$ cat config.mk
export PLATFORM = sky130hd
export DESIGN_NAME = intt_coeff_loader
export DESIGN_NICKNAME = d
export VERILOG_FILES = /design/src/rtl/intt_coeff_loader.sv
export SDC_FILE = /design/constraint.sdc
export NUM_CORES = 1
export LEC_CHECK = 0
export CAP_MARGIN = 20
export CORE_MARGIN = 2
export CORE_UTILIZATION = 46
export CTS_CLUSTER_DIAMETER = 40
export CTS_CLUSTER_SIZE = 40
export DETAILED_ROUTE_END_ITERATION = 10
export GPL_TIMING_DRIVEN = 0
export PLACE_DENSITY = 0.82
export SLEW_MARGIN = 20
export SYNTH_ARGS = -nofsm -noshare
export SYNTH_HDL_FRONTEND = slang
export SYNTH_SLANG_ARGS = --single-unit
$ cat constraint.sdc
create_clock -name clk -period 4.39 [get_ports clk]
set_input_delay 0.439 -clock clk [delete_from_list [all_inputs] [get_ports clk]]
set_output_delay 0.439 -clock clk [all_outputs]
set_load 0.01 [all_outputs]
$ cat src/rtl/intt_coeff_loader.sv
// INTT coefficient loader: streams N_COEFF coefficients into the INTT core, then starts it.
// Optional `INTT_LOADER_MODRED_EN adds a conditional subtract of Q on each coefficient.
module intt_coeff_loader #(
  parameter int DATA_W  = 27,
  parameter int N_COEFF = 1024
`ifdef INTT_LOADER_MODRED_EN
  ,
  parameter logic [DATA_W-1:0] Q = DATA_W'(27'h7fe0001)
`endif
) (
  input  logic              clk,
  input  logic              reset,
  input  logic              cmd_start,
  input  logic [DATA_W-1:0] s_data,
  input  logic              s_valid,
  output logic              s_ready,
  output logic              load_data_intt,
  output logic [DATA_W-1:0] din_intt,
  output logic              start_intt,
  input  logic              done_intt,
  output logic              busy,
  output logic              job_done
);

  localparam int CNT_W = $clog2(N_COEFF);
  localparam logic [CNT_W-1:0] LAST = CNT_W'(N_COEFF - 1);

  typedef enum logic [2:0] {
    IDLE,
    LOAD,
    START,
    BUSY,
    DONE
  } state_t;

  state_t            state_q, state_d;
  logic [CNT_W-1:0]  cnt_q, cnt_d;
  logic              ld_q, ld_d;
  logic [DATA_W-1:0] din_q, din_d;
  logic [DATA_W-1:0] coef;

`ifdef INTT_LOADER_MODRED_EN
  always_comb begin
    coef = (s_data >= Q) ? s_data - Q : s_data;
  end
`else
  always_comb begin
    coef = s_data;
  end
`endif

  always_comb begin
    state_d    = state_q;
    cnt_d      = cnt_q;
    ld_d       = 1'b0;
    din_d      = din_q;
    s_ready    = 1'b0;
    start_intt = 1'b0;
    job_done   = 1'b0;
    busy       = (state_q != IDLE);
    unique case (state_q)
      IDLE: begin
        if (cmd_start) begin
          state_d = LOAD;
          cnt_d   = '0;
        end
      end
      LOAD: begin
        s_ready = 1'b1;
        if (s_valid) begin
          ld_d  = 1'b1;
          din_d = coef;
          if (cnt_q == LAST) begin
            state_d = START;
            cnt_d   = '0;
          end else begin
            cnt_d = cnt_q + 1'b1;
          end
        end
      end
      START: begin
        // last strobe is registered, so it lands in this same cycle
        start_intt = 1'b1;
        state_d    = BUSY;
      end
      BUSY: begin
        if (done_intt) state_d = DONE;
      end
      DONE: begin
        job_done = 1'b1;
        state_d  = IDLE;
      end
      default: state_d = IDLE;
    endcase
  end

  always_ff @(posedge clk) begin
    if (reset) begin
      state_q <= IDLE;
      cnt_q   <= '0;
      ld_q    <= 1'b0;
      din_q   <= '0;
    end else begin
      state_q <= state_d;
      cnt_q   <= cnt_d;
      ld_q    <= ld_d;
      din_q   <= din_d;
    end
  end

  assign load_data_intt = ld_q;
  assign din_intt       = din_q;

endmodule
Word-level counts from Yosys, hierarchy flattened
Index checks and enable logic that the tools add are counted. Widths: inputs -> output; s select.

Add/sub/neg operators: 1. Eq/ne operators: 9. Multiplexer cells: 13. Bitwise operators: 1. Reductions and logical operators: 7.

Operator list (count): $mux 10 (3); $pmux 10 s2 (1); $mux 3 (4); $pmux 3 s4 (1); $add 10x1->10 const B (1); $eq 10x10->1 const B (1); $ne 2x2->1 const B (4); $eq 3x2->1 const B (2); $mux 1 (4); $reduce_and 4->1 (1); $eq 3x1->1 const B (1); $eq 3x3->1 const B (1); $logic_not 3->1 (1); $reduce_and 3->1 (1); $reduce_bool 3->1 (1); $reduce_and 2->1 (1); $reduce_bool 2->1 (1); $reduce_or 2->1 (1); $not 1->1 (1).

Register bits: 41. Input port bits: 32. Output and inout bits: 32. Word-level logic and storage cells: 35.

Logic depth before layout (Yosys ltp)
Gate-level depths: netlist of run 1.

Depth in word-level cells: 4. Mapped depth: 7. Gate-level depth less buffers: 5.

Worst setup path before layout of run 1
Ideal clock, no wire load.

Path kind: register to register. Start point: reg state_q[0]. End point: reg din_q[26], in the netlist din_intt[26]. Setup time: 0.132 ns. Arrival: 1.401 ns. Required time: 4.258 ns. Slack: 2.857 ns. Cell stages (with the launch flop): 7. Buffers on the path: 2. Period minus slack after synthesis: 1.533 ns. Path through: dfxtp_1 buf_2 nor3b_2 nand2_1 clkbuf_1 nand2_1 a21oi_1.

Longest elaborated chain between the ends: 2.

Ends and longest elaborated chain: from (decl) (RTL line 36) `state_t state_q, state_d;`; from (signal assigned) (RTL line 104) `state_q <= state_d;`; $eq 3x1->1 (RTL line 61) `unique case (state_q)`; $reduce_and 2->1 (no line); to (signal assigned) (RTL line 107) `din_q <= din_d;`; to (decl) (RTL line 39) `logic [DATA_W-1:0] din_q, din_d;`.

Every way passes these cells. A chain may end at the register's enable or synchronous reset.

Final worst setup path of run 1
Start point: reg state_q[0]. End point: out s_ready.

Longest elaborated chain between the ends: 2.

Ends and longest elaborated chain: $eq 3x1->1 (RTL line 61); $mux 1 (RTL line 61); to (decl) (RTL line 16) `output logic s_ready,`.

Every way passes these cells.

==> metrics.csv, run 1 <==
metric,value,unit
cts bufs inserted,5,
Max Root-Sink Buffers,2,
floorplan row count,21,
GRT Util Overall,20.0,%
crit-path max FO,9,
Seq cells post-synth,41,
DIE AREA,4060,µm²
fin area,2380,µm²
final setup violation count,0,
"Cell Area, Synth",1640,µm²
synthesis warning total,0,
leakage power,0.000841,µW
Setup crit end,s_ready,
maxcap violations,0,
Tmin final,2.23,ns
fmax,448,MHz
Non-Filler Instances,314,
Worst R2R End,cnt_q[3],
post-synthesis async set-or-reset flop share,0,%
core area,3390,µm²
antenna fix cells,0,
die width,63.7,µm
routability congestion estimate,0.791,
DR WL/cell,11.7,µm
clock-pin slew on the worst setup and hold paths,0.12,ns
Synth cell types,33,
element type at the critical path end,output port,
fin nets,301,
grt ovf,0,
Final Slew Violations,0,
RSZ-0062 raised after global routing,false,
# resized after CTS,0,
placed cell count,307,
"EDFF count, synth",0,
Critical Path RT,3.95,ns
Initial Util,48.4,%
DRC,0,
initial antenna violation count,0,
post-CTS setup buffers,0,
number of global-route vias before repair,1433,
mean area per synthesized cell,8.24,µm²
Initial DRC Count,85,
largest net degree at the start of global routing,13,
Routed Antenna Nets,0,
Post-Syn Instances,199,
worst skew pair latency,0.34,ns
TritonCTS clock tree,yes,
cts hold-fix bufs,0,
Vias/cell,4.92,
drt total wl,3680,µm
HPWL after DPL,2700,µm
Worst R2R Setup Slack,2.64,ns
vias,1546,
status,"complete, no violations",
critical path arrival,1.79,ns
worst r2r path cells,5,
TritonRoute pass-1 iters,4,
Worst Max-Slew Pin Slew,0.721,ns
Worst Setup SP,state_q[0],
layout cells sized above 1,5.97,%
dpl cell area,2320,µm²
first-pass GRT wire length,6420,µm
Final Hold Slack,0.460,ns
register area share after synthesis,50.0,%
CP Launch Type,flop,
Final Power,705,µW
Slew headroom,51.7,%
Area growth syn-to-layout,44.9,%
Hold Fails Final Rpt,0,
die height,63.7,µm
Crit Reg-Reg Startpoint,cnt_q[0],
crit path kind,flop to output port,
"Top FF cell, synth",dfxtp_1,
setup_tns,0,ns
syn nets,232,
IO Pins,64,
Worst Skew,0.0106,ns
port buffer count,62,
# clock sinks,41,
"commonest non-fill, non-tap cell in the layout",nand2_1,
P per Cell Area,296,nW/µm²
most frequent cells in the layout,"nand2_1 (63), clkdlybuf4s50_1 (62), dfxtp_1 (41)",
maximum VDD drop,0.198,mV
Tcrit/Tclk final,50.8,%
clk root buf,clkbuf_4,
number of H-tree levels,2,
Tightest Hold Check Type,flop to flop,
-- how the worst min path moves through the flow --
stage | start | endpoint | cells after the start
after floorplan | cnt_q[9] | cnt_q[9] | 2
after global placement | din_intt[4] | din_intt[4] | 2
after detailed placement | din_intt[4] | din_intt[4] | 2
after CTS | din_intt[4] | din_intt[4] | 2
after global routing | din_intt[19] | din_intt[19] | 2
final | din_intt[18] | din_intt[18] | 2
-- critical path, stage by stage, from the launching register on --
cell	delay [ns]
dfxtp_1	0.32
buf_2	0.18
nor3b_2	0.34
clkdlybuf4s50_1	0.60
-- registers in the layout, indices dropped and copies added (netlist names) --
name / count
load_data_intt: 1
state_q: 3
cnt_q: 10
din_intt: 27
-- final cells by class --
class,instances,area (µm²)
Clock buffer,6,51.3
Tap cell,46,57.6
Inverter,3,11.3
Sequential cell,41,821
Fill cell,286,1010
Multi-Input combinational cell,144,749
Timing Repair Buffer,62,621
Clock inverter,1,7.51
Buffer,11,58.8
-- where the power goes --
part           leakage (µW)  switching [µW]  internal, µW
registers          0.000334            7.42           387
logic              0.000478            52.5          64.5
clock network     0.0000303             118          75.1
total              0.000841             178           527
-- cells by family after synthesis --
group,share of synthesized area [%]
compound gates,12.7
xor+xnor,4.27
fa+ha+maj,0.763
buf+inv,4.27
flops,50.0
mux,1.30
simple gates,26.6
-- per-stage QoR --
stage               setup slack, ns  util (%)
floorplan                      2.86         -
global placement               2.26      68.4
detailed placement             2.23      68.4
CTS                            2.14      70.1
global route                   2.03      70.1
finish                         2.16      70.1
-- synth_stat cells, types with 2 or more instances --
cell	count	area, µm²
a21oi_1	31	155
nor2_1	9	33.8
buf_4	2	15.0
nor4_1	3	18.8
and4_1	2	17.5
a211oi_1	2	15.0
clkbuf_1	6	22.5
xnor2_1	3	26.3
nand2_1	63	236
buf_2	2	10.0
nand4_1	2	12.5
inv_1	3	11.3
dfxtp_1	41	821
xor2_1	5	43.8
nand3_1	6	30.0
nor3_1	2	10.0
-- routing by layer --
| layer | wire [µm] | GRT usage, % | vias to the layer above |
|---|---|---|---|
| met5 | 0 | 0 | - |
| met4 | 81 | 10.3 | 0 |
| met3 | 223 | 4.82 | 9 |
| met2 | 1720 | 32.0 | 51 |
| met1 | 1650 | 25.0 | 681 |
| li1 | - | - | 805 |
No activity file was read; power rests on OpenSTA's default activity.
==> inputs of run 2 (changes only) <==
CORE_UTILIZATION = 39   (was 46)
PLACE_DENSITY = 0.74   (was 0.82)
clock period = 1.98 ns   (was 4.39 ns; I/O delays follow)
==> metrics.csv, run 2 (same netlist as run 1, synthesis figures left out) <==
metric,value,unit,change
status,"complete, no violations",,unchanged
TritonRoute pass-1 iters,4,,unchanged
die width,68.9,µm,was 63.7 µm
Reg area,821,µm²,unchanged
Fillers,377,,was 286
TritonCTS clock tree,yes,,unchanged
final setup violation count,0,,unchanged
cts bufs inserted,5,,unchanged
Tightest Hold Check Type,input port to flop,,was flop to flop
busiest grt layer,met2,,unchanged
initial antenna violation count,0,,unchanged
Slew headroom,52.6,%,was 51.7%
sequential share of power,53.4,%,was 56.0%
number of H-tree levels,2,,unchanged
antenna fix cells,0,,unchanged
maxcap violations,0,,unchanged
"commonest non-fill, non-tap cell in the layout",nand2_1,,unchanged
core area,4030,µm²,was 3390 µm²
maximum VDD drop,0.362,mV,was 0.198 mV
fin nets,301,,unchanged
Vias/cell,4.83,,was 4.92
most frequent cells in the layout,"nand2_1 (63), clkdlybuf4s50_1 (62), dfxtp_1 (41)",,unchanged
grt met2 use,28.1,%,was 32.0%
drt total wl,4010,µm,was 3680 µm
CP Launch Type,flop,,unchanged
M1 GR Usage,22.6,%,was 25.0%
Worst Skew,0.00837,ns,was 0.0106 ns
worst skew pair latency,0.29,ns,was 0.34 ns
Final Power,1640,µW,was 705 µW
HPWL after DPL,2830,µm,was 2700 µm
Comb power frac,16.1,%,was 16.6%
Routed Antenna Nets,0,,unchanged
GRT Util Overall,17.7,%,was 20.0%
clock-pin slew on the worst setup and hold paths,0.08,ns,was 0.12 ns
Critical Path RT,1.78,ns,was 3.95 ns
Max Root-Sink Buffers,2,,unchanged
P per Cell Area,681,nW/µm²,was 296 nW/µm²
clk root buf,clkbuf_8,,was clkbuf_4
DRC,0,,unchanged
Initial DRC Count,93,,was 85
Worst Max-Slew Pin Slew,0.708,ns,was 0.721 ns
fmax,529,MHz,
vias,1532,,"was 1,546"
leakage power,0.000851,µW,was 0.000841 µW
Tcrit/Tclk final,95.6,%,
switching power,403,µW,was 178 µW
number of global-route vias before repair,1332,,"was 1,433"
first-pass GRT wire length,6220,µm,was 6420 µm
Hold Fails Final Rpt,0,,unchanged
layout cells sized above 1,5.99,%,was 5.97%
Area growth syn-to-layout,46.7,%,was 44.9%
die height,68.9,µm,was 63.7 µm
Switching Fraction,24.6,%,was 25.2%
critical path arrival,1.69,ns,was 1.79 ns
grt ovf,0,,unchanged
Tmin final,1.89,ns,
cell-internal power,1240,µW,was 527 µW
utilization after layout,59.7,%,was 70.1%
Final Slew Violations,0,,unchanged
cts hold-fix bufs,0,,unchanged
port buffer count,62,,unchanged
RSZ-0062 raised after global routing,false,,unchanged
DR WL/cell,12.6,µm,was 11.7 µm
max reg flops,27,,unchanged
crit-path max FO,8,,was 9
routability congestion estimate,0.793,,was 0.791
IO Pins,64,,unchanged
# clock sinks,41,,unchanged
floorplan row count,23,,was 21
Clock power frac,30.4,%,was 27.4%
GR Util met3,5.68,%,was 4.82%
DIE AREA,4740,µm²,was 4060 µm²
Initial Util,40.7,%,was 48.4%
Multi-input gate area,758,µm²,was 749 µm²
crit path kind,flop to output port,,unchanged
setup_tns,0,ns,unchanged
element type at the critical path end,output port,,unchanged
largest net degree at the start of global routing,12,,was 13
[run 2: changes by cell type in the layout (fill, tap and decap cells not counted), sizes merged]
cell	previous run	this run
clkbuf	12	11
clkinv	0	1
clkinvlp	1	0
[run 2: area by class of cell]
class                      count  share of cell area [%]
sequential                    41                    34.1
buffer                        11                    2.44
clock buffer                   5                    2.86
timing repair buffer          62                    25.8
tap                           50                    2.60
inverter                       3                   0.468
multi-input combinational    144                    31.5
clock inverter                 1                   0.208
[run 2: layer usage]
metal	wire, µm	up-vias
li1	-	800
met1	1780	687
met2	1910	39
met3	257	6
met4	55	0
met5	0	-
[run 2: critical path, cell delays in order (launching register included)]
cell	delay (ns)
dfxtp_1	0.51
inv_1	0.12
nor3_1	0.20
clkdlybuf4s50_1	0.57
[run 2: path summary, 6_finish.rpt]
kind	from	depth (start not counted)	slack, ns	endpoint
setup / recovery	state_q[1]	3	0.09	start_intt
hold / removal	reset	2	0.33	cnt_q[6]
setup reg to reg	state_q[0]	6	0.22	din_intt[4]
hold reg to reg	din_intt[8]	2	0.45	din_intt[8]
[run 2: repair_timing]
item | CTS | global route
setup endpoints to repair | 0 | 2
setup buffers | 0 | 0
resized for setup | 0 | 2
[run 2: power by group through the flow]
stage | Combinational, µW | Sequential (µW) | Clock (µW)
floorplan | 102 | 906 | 0
global placement | 261 | 893 | 0
detailed placement | 262 | 895 | 0
CTS | 264 | 876 | 516
global route | 290 | 880 | 554
finish | 264 | 876 | 499
[run 2: stage by stage]
step	setup slack [ns]	cells	hold WS, ns	cell area (µm²)
floorplan	0.447	199	0.295	1640
global placement	0.0731	311	0.442	2320
detailed placement	0.0482	311	0.447	2320
CTS	0.0346	317	0.314	2400
global route	0.00566	317	0.339	2410
finish	0.0880	317	0.329	2410
==> patch: new RTL, settings of run 2 <==
Take the reset off `din_q` and load it in a clocked block of its own.
--- a/src/rtl/intt_coeff_loader.sv
+++ b/src/rtl/intt_coeff_loader.sv
@@ -101,3 +101,2 @@
       ld_q    <= 1'b0;
-      din_q   <= '0;
     end else begin
@@ -106,4 +105,7 @@
       ld_q    <= ld_d;
-      din_q   <= din_d;
     end
+  end
+
+  always_ff @(posedge clk) begin
+    din_q <= din_d;
   end
Function: differs if reset is asserted again (counterexample within 4 cycles, from zero or initial values and one cycle with reset high); with reset held inactive, the same outputs for 10 cycles.
==> patch against run 2 <==
Clock power up 3%; power grew 0.70%; design area fell by 2.5%; worst setup slack improved by 0.064 ns; utilization rose by 2.9 points; highest routed layer unchanged; non-clock buffer count decreased by 7; clock skew shrank 0.0064 ns; synthesized area is 5.9% lower; worst hold slack improved by 0.13 ns; combinational power shrank 30%; routed wire length shrank 18%; sequential cell count unchanged.
==> patch: results (changes against run 2) <==
track_usage_pct: 14.9  # -2.7 points
buffer_area_share_pct: 28.5  # +0.24 points
r2r_end: "din_intt[17]"
tightest_slew_ns: 0.642  # -0.0665 ns
dp_cells: 218  # -30%
grt_pass1_vias: 1015  # -24%
cts_root_buffer: "clkbuf_8"
ir_drop_v: 0.000351  # -3.0%
placed_cell_area_sq_mm: 0.00226  # -2.7%
reg2regPathDepth: 3  # -3
setup_ws_ns: 0.152  # +0.0643 ns
skew_ns: 0.00193  # -0.00644 ns
synth_area_leaders: "edfxtp_1, dfxtp_1, xor2_1, nor2_1, o21bai_4"
p_switching_mw: 0.350  # -13%
syn_nets: 139  # -40%
hold-path-cell-count: 1  # -1
synth_cell_types: 26  # -21%
multi_input_area_share_pct: 18.6  # -13 points
r2r-start: "state_q[2]"
regArea_sq_mm: 0.00109  # +33%
min_from: "s_data[8]"
use_met3_pct: 6.42  # +0.74 points
grt_use_met2_pct: 25.1  # -3.0 points
drt_iter0_markers: 51  # -45%
ys_top_cells_by_count: "edfxtp_1, dfxtp_1, nor2_1"
multi_input_comb_cells: 62  # -57%
crit_path_end: "s_ready"
numPortBuffers: 63  # +1.6%
nNetsFinal: 210  # -30%
status: "complete, no violations"
fin_cells: 226  # -29%
place_congestion: 0.844  # +6.3%
signal_buffers: 66  # -9.6%
grt_use_met1_pct: 16.7  # -5.9 points
yosysTopAreaCell: "edfxtp_1"
intPower_mw: 1.30  # +5.2%
synthCells: 106  # -47%
clockNetworkAreaShare_pct: 3.68  # +0.61 points
seq_share_pct: 46.5  # +12 points
hold_end: "din_intt[8]"
seq_area_frac_synth_pct: 70.7  # +21 points
place_ws_ns: 0.112  # +0.0635 ns
die_area_sq_mm: 0.00447  # -5.6%
pg_seq_mw: 0.950  # +8.4%
largest_register_ffs: 27  # unchanged
## patch: changes by cell type after synthesis, moves of 3 or more
cell / delta
nor4_1: -3
edfxtp_1: +27
nand2_1: -60
a21oi_1: -28
clkbuf_1: -6
nor2_1: +4
xor2_1: +4
xnor2_1: -3
nand4_1: +3
dfxtp_1: -27
## patch: logic make-up (layout without fill, tap and decap cells)
family                     after synthesis  in the layout  share of synthesized area [%]
xor gates and xnor gates                 9              9                           5.11
and+or+nand+nor                         44             44                           16.3
AOI/OAI and AO/OA                        7              7                           4.38
buffers and inverters                    3             75                           1.70
muxes                                    1              1                          0.973
DFF                                     41             41                           70.7
adders and majority gates                1              1                          0.811
## patch: critical path, cell delays in order (launching register included)
cell and delay [ns]:
dfxtp_1 0.37, nand2b_1 0.23, nor2_1 0.15, clkdlybuf4s50_1 0.59
## patch: per-layer routing
layer,part of all wire [%],up-vias
li1,-,529
met1,40,499
met2,47,55
met3,11,7
met4,2.1,0
met5,0,-
